--- config.mk ---
export PLATFORM = sky130hd
export DESIGN_NAME = csr_ro_bank
export DESIGN_NICKNAME = d
export VERILOG_FILES = /design/src/rtl/csr_ro_bank_pkg.sv /design/src/rtl/csr_ro_chan.sv /design/src/rtl/csr_ro_bank.sv
export SDC_FILE = /design/constraint.sdc
export NUM_CORES = 1
export LEC_CHECK = 0
export CORE_MARGIN = 2
export CORE_UTILIZATION = 40
export CTS_CLUSTER_SIZE = 16
export DETAILED_ROUTE_END_ITERATION = 8
export PLACE_DENSITY = 0.75
export SYNTH_ARGS = -nofsm -noshare
export SYNTH_HDL_FRONTEND = slang
export SYNTH_SLANG_ARGS = --single-unit
--- constraint.sdc ---
create_clock -name clk -period 1.4 [get_ports clk]
set_clock_uncertainty 0.05 [all_clocks]
set_input_delay 0.21 -clock clk [delete_from_list [all_inputs] [get_ports clk]]
set_output_delay 0.21 -clock clk [all_outputs]
set_load 0.01 [all_outputs]
--- src/rtl/csr_ro_bank_pkg.sv ---
// Shared constants and address helpers for the read-only status register bank.
package csr_ro_bank_pkg;

  // Flag bit positions, counted down from the top bit (bit DATA_W - ofs).
  localparam int VALID_OFS = 1;
  localparam int OVR_OFS   = 2;

  // The summary and version words sit directly after the last channel slot.
  localparam int SUM_SLOT_OFS = 0;
  localparam int VER_SLOT_OFS = 1;

  function automatic int chan_addr(input int base, input int i);
    return base + 4 * i;
  endfunction

endpackage

--- src/rtl/csr_ro_chan.sv ---
// One status channel: captured value plus valid/overrun flags, cleared by bus reads.
module csr_ro_chan
  import csr_ro_bank_pkg::*;
#(
  parameter int FIELD_W = 12,
  parameter bit STICKY  = 1'b0,
  parameter bit RCLR    = 1'b1
) (
  input  logic               clk,
  input  logic               rst,
  input  logic               upd,
  input  logic               clr,
  input  logic [FIELD_W-1:0] din,
  output logic [FIELD_W-1:0] value,
  output logic               valid,
  output logic               ovr
);

  logic [FIELD_W-1:0] base;

  // A read on the same edge as an update drops the old value first, so a
  // sticky accumulation restarts from the fresh sample.
  assign base = (clr && RCLR) ? '0 : value;

  always_ff @(posedge clk or negedge rst) begin
    if (!rst) begin
      value <= '0;
      valid <= 1'b0;
      ovr   <= 1'b0;
    end else if (upd) begin
      value <= STICKY ? (base | din) : din;
      valid <= 1'b1;
      ovr   <= clr ? 1'b0 : valid;
    end else if (clr) begin
      valid <= 1'b0;
      ovr   <= 1'b0;
      if (RCLR) value <= '0;
    end
  end

endmodule

--- src/rtl/csr_ro_bank.sv ---
// Bank of read-only capture channels with summary/version words and a pending irq.
module csr_ro_bank
  import csr_ro_bank_pkg::*;
#(
  parameter int          ADDR_W    = 16,
  parameter int          DATA_W    = 32,
  parameter int          BASE_ADDR = 'h40,
  parameter int          NUM_CH    = 4,
  parameter int          FIELD_W   = 12,
  parameter bit          RCLR      = 1'b1,
  parameter bit          STICKY    = 1'b0,
  parameter logic [31:0] VERSION   = 32'h00020010
) (
  input  logic                      clk,
  input  logic                      rst,
  input  logic [ADDR_W-1:0]         lb_waddr,
  input  logic [DATA_W-1:0]         lb_wdata,
  input  logic                      lb_wen,
  output logic                      lb_wready,
  input  logic [ADDR_W-1:0]         lb_raddr,
  input  logic                      lb_ren,
  output logic [DATA_W-1:0]         lb_rdata,
  output logic                      lb_rvalid,
  input  logic [NUM_CH*FIELD_W-1:0] ch_in,
  input  logic [NUM_CH-1:0]         ch_upd,
  output logic                      irq
);

  localparam logic [ADDR_W-1:0] SUM_ADDR =
    ADDR_W'(chan_addr(BASE_ADDR, NUM_CH + SUM_SLOT_OFS));
  localparam logic [ADDR_W-1:0] VER_ADDR =
    ADDR_W'(chan_addr(BASE_ADDR, NUM_CH + VER_SLOT_OFS));

  logic [NUM_CH-1:0][FIELD_W-1:0] value;
  logic [NUM_CH-1:0]              valid;
  logic [NUM_CH-1:0]              ovr;
  logic [NUM_CH-1:0]              clr;
  logic [DATA_W-1:0]              rd_word;

  // Writes are accepted and dropped; the bus only needs the handshake.
  logic unused_wr;
  assign unused_wr = ^{lb_waddr, lb_wdata, lb_wen};

  for (genvar i = 0; i < NUM_CH; i++) begin : g_ch
    csr_ro_chan #(
      .FIELD_W (FIELD_W),
      .STICKY  (STICKY),
      .RCLR    (RCLR)
    ) u_chan (
      .clk   (clk),
      .rst   (rst),
      .upd   (ch_upd[i]),
      .clr   (clr[i]),
      .din   (ch_in[i*FIELD_W +: FIELD_W]),
      .value (value[i]),
      .valid (valid[i]),
      .ovr   (ovr[i])
    );
  end

  always_comb begin
    rd_word = '0;
    clr     = '0;
    for (int i = 0; i < NUM_CH; i++) begin
      if (lb_raddr == ADDR_W'(chan_addr(BASE_ADDR, i))) begin
        rd_word[FIELD_W-1:0]      = value[i];
        rd_word[DATA_W-VALID_OFS] = valid[i];
        rd_word[DATA_W-OVR_OFS]   = ovr[i];
        clr[i]                    = lb_ren;
      end
    end
    if (lb_raddr == SUM_ADDR) rd_word[NUM_CH-1:0] = valid;
    if (lb_raddr == VER_ADDR) rd_word = DATA_W'(VERSION);
  end

  always_ff @(posedge clk or negedge rst) begin
    if (!rst) begin
      lb_rdata  <= '0;
      lb_rvalid <= 1'b0;
      lb_wready <= 1'b0;
      irq       <= 1'b0;
    end else begin
      lb_rdata  <= lb_ren ? rd_word : '0;
      lb_rvalid <= lb_ren;
      lb_wready <= 1'b1;
      irq       <= |valid;
    end
  end

endmodule

==> reports/qor.yml <==
worst_hold_path:
  hold_path_class: "in -> reg"
cells_and_area:
  n_antenna_cell: 0
  fin_area_mm2: 0.00518
  nets: 517
  layout-drive-gt1-share_pct: 35.3
  nFillCells: 625
  syn_to_final_growth_pct: 58.1
floorplanning:
  rows: 33
  io_pins: 155
  die_area_mm2: 0.00893
  die_width_um: 94.5
  initial_core_util_pct: 40.5
  placeableCoreArea_mm2: 0.00809
  chipHeight_um: 94.5
sta:
  hold_violations: 0
  layout_min_cycle_time_ns: 1.67
  finalSetupViolCount: 71
  rsz0062_at_grt: "yes"
  post-route-period-util_pct: 119
  maxSlewViolCount: 0
  fmax_mhz: 598
  fin_ws_ns: -0.273
synthesis:
  syn_area_mm2: 0.00328
  synth_cell_types: 39
  synth_edf_count: 0
  synth_area_leader_cell: "dfrtp_1"
  synth_warnings: 0
  ys_seq_area_share_pct: 56.5
  ys_top_cells_by_area: "dfrtp_1, a22o_1, mux4_2"
  synth-async-reset-ratio_pct: 100
  ys_ff_latch: 74
  synth_common_cells: "dfrtp_1, a22o_1, buf_4"
  synthFlopType: "dfrtp_1"
  synth.most_common_cell: "dfrtp_1"
  yosysTopAreaCellShare_pct: 56.5
  synth_cells: 256
  synth_area_per_cell_um2: 12.8
grt:
  grt_overflow: 0
  first_global_vias: 2811
  grtUsageTotal_pct: 23.5
  grt_max_degree: 38
  antenna_found_initial: 0
  grt_pass1_wl_um: 15100
setup_path:
  crit_fanout: 5
  cp-start-kind: "primary input"
  rrSetupSlack_ns: 0.07
  crit_path_end_kind: "register"
  path_class: "in -> reg"
  arrival_ns: 1.86
  crit_required_ns: 1.59
placement:
  dp_hpwl_um: 6760
  dpl_cell_area_mm2: 0.00455
  globalplace.congestion: 0.850
  io_buffers: 88
power_and_ir_drop:
  total_power_mw: 5.31
  p_leak_nw: 2.36
  ir_drop_mv: 0.590
  power_density_mw_per_mm2: 1020
routing:
  postRouteAntennaNets: 0
  route.detailed.drc: 0
  vias: 2796
  drt-initial-drc-count: 174
  totalWireLength_um: 10200
  routed_via_density: 5.51
  firstDrtPassIters: 4
  wl_per_cell_um: 20.2
clocking:
  clock_path_buffers: 2
  cts_tree: "yes"
  cts_sinks: 74
  cts_buffers: 9
  clkTransAtPathRegs_ns: 0.08
  clockRootBuffer: "clkbuf_8"
  insertion_delay_ns: 0.34
  h-tree-depth: 3
run_status:
  status: "finished, violations left"
  violations: "setup timing"
flow_run:
  cap_violations: 0
==> cell type report <==
cell class	count	area (µm²)	share of cell area [%]
Clock inverter	5	125	2.42
Sequential cell	74	1850	35.7
Timing Repair Buffer	149	1400	27.0
Tap cell	105	131	2.54
Clock buffer	11	141	2.73
Inverter	1	3.75	0.0725
Multi-Input combinational cell	162	1530	29.5
==> per-stage QoR <==
step                utilization [%]  worst slack [ns]  setup TNS, ns  hold slack (ns)  cells
detailed placement             56.3             -1.01         -64.65            0.102    478
CTS                            62.5            -0.324         -16.18            0.208    504
global route                   64.0            -0.299         -18.25            0.240    507
floorplan                         -            -0.446         -25.27           -0.136    272
global placement               56.3            -0.959         -61.79           0.0940    478
finish                         64.0            -0.273         -15.37            0.222    507
==> logic make-up after synthesis <==
logic type,share of synthesized area [%]
simple gates,10.0
compound gates,18.7
mux,8.32
flops,56.5
buf+inv,6.22
other cells,0.229
==> critical path: stages <==
cell	delay, ns
buf_6	0.09
or4_4	0.57
buf_6	0.15
or4_4	0.61
o21ai_2	0.16
nand2b_1	0.07
==> final timing paths <==
path / from / to / depth (start not counted)
max in group asynchronous: rst / g_ch[1].u_chan.value[9] / 3
min: lb_raddr[7] / lb_rdata[3] / 5
min in group asynchronous: rst / g_ch[1].u_chan.value[0] / 2
max: lb_raddr[15] / g_ch[3].u_chan.valid / 6
min reg2reg: g_ch[3].u_chan.value[11] / g_ch[3].u_chan.value[11] / 1
max reg2reg: g_ch[3].u_chan.value[3] / lb_rdata[3] / 3
==> layer usage <==
metal / track usage (%) / share of wire [%] / up-vias
li1: - / - / 1237
met1: 30.1 / 40 / 1394
met2: 39.2 / 50 / 144
met3: 3.59 / 6.6 / 21
met4: 11.2 / 3.1 / 0
met5: 0 / 0 / -
==> cell usage in the layout (no fill, tap or decap), types with 3 or more instances in the layout <==
master,count
dfrtp_1,74
clkdlybuf4s50_1,53
a22o_1,48
buf_4,37
buf_6,24
conb_1,18
dlygate4sd2_1,18
clkbuf_8,10
buf_2,9
nor3_2,7
mux4_2,7
mux2i_1,7
nor2_1,4
nor4_4,4
mux2_2,4
o22ai_1,4
nor2_4,4
a21oi_2,4
bufinv_16,4
clkdlybuf4s15_1,4
or4_4,3
and3_4,3
and3_1,3
o2bb2ai_1,3
a221oi_2,3
nand2_2,3
a21o_1,3
a21oi_4,3
==> power breakdown <==
part | internal [mW] | total (mW) | switching [mW]
Clock | 1.41 | 2.20 | 0.792
Sequential | 2.26 | 2.35 | 0.0864
Combinational | 0.427 | 0.754 | 0.327
==> state kept, by name (all words and copies together) (netlist names) <==
| name | cells |
|---|---|
| irq | 1 |
| g_ch.u_chan.valid | 4 |
| lb_wready | 1 |
| g_ch.u_chan.value | 48 |
| g_ch.u_chan.ovr | 4 |
| lb_rdata | 15 |
| lb_rvalid | 1 |
==> repair_timing <==
item / in CTS / in global routing
gates resized for setup: 119 / 31
buffers inserted: 9 / 6
pin swaps: 46 / 28
hold buffers: 1 / 0
setup endpoints to repair: 89 / 70
hold endpoints to repair: 13 / 0
gates cloned: 1 / 0
No activity file was read; power rests on OpenSTA's default activity.
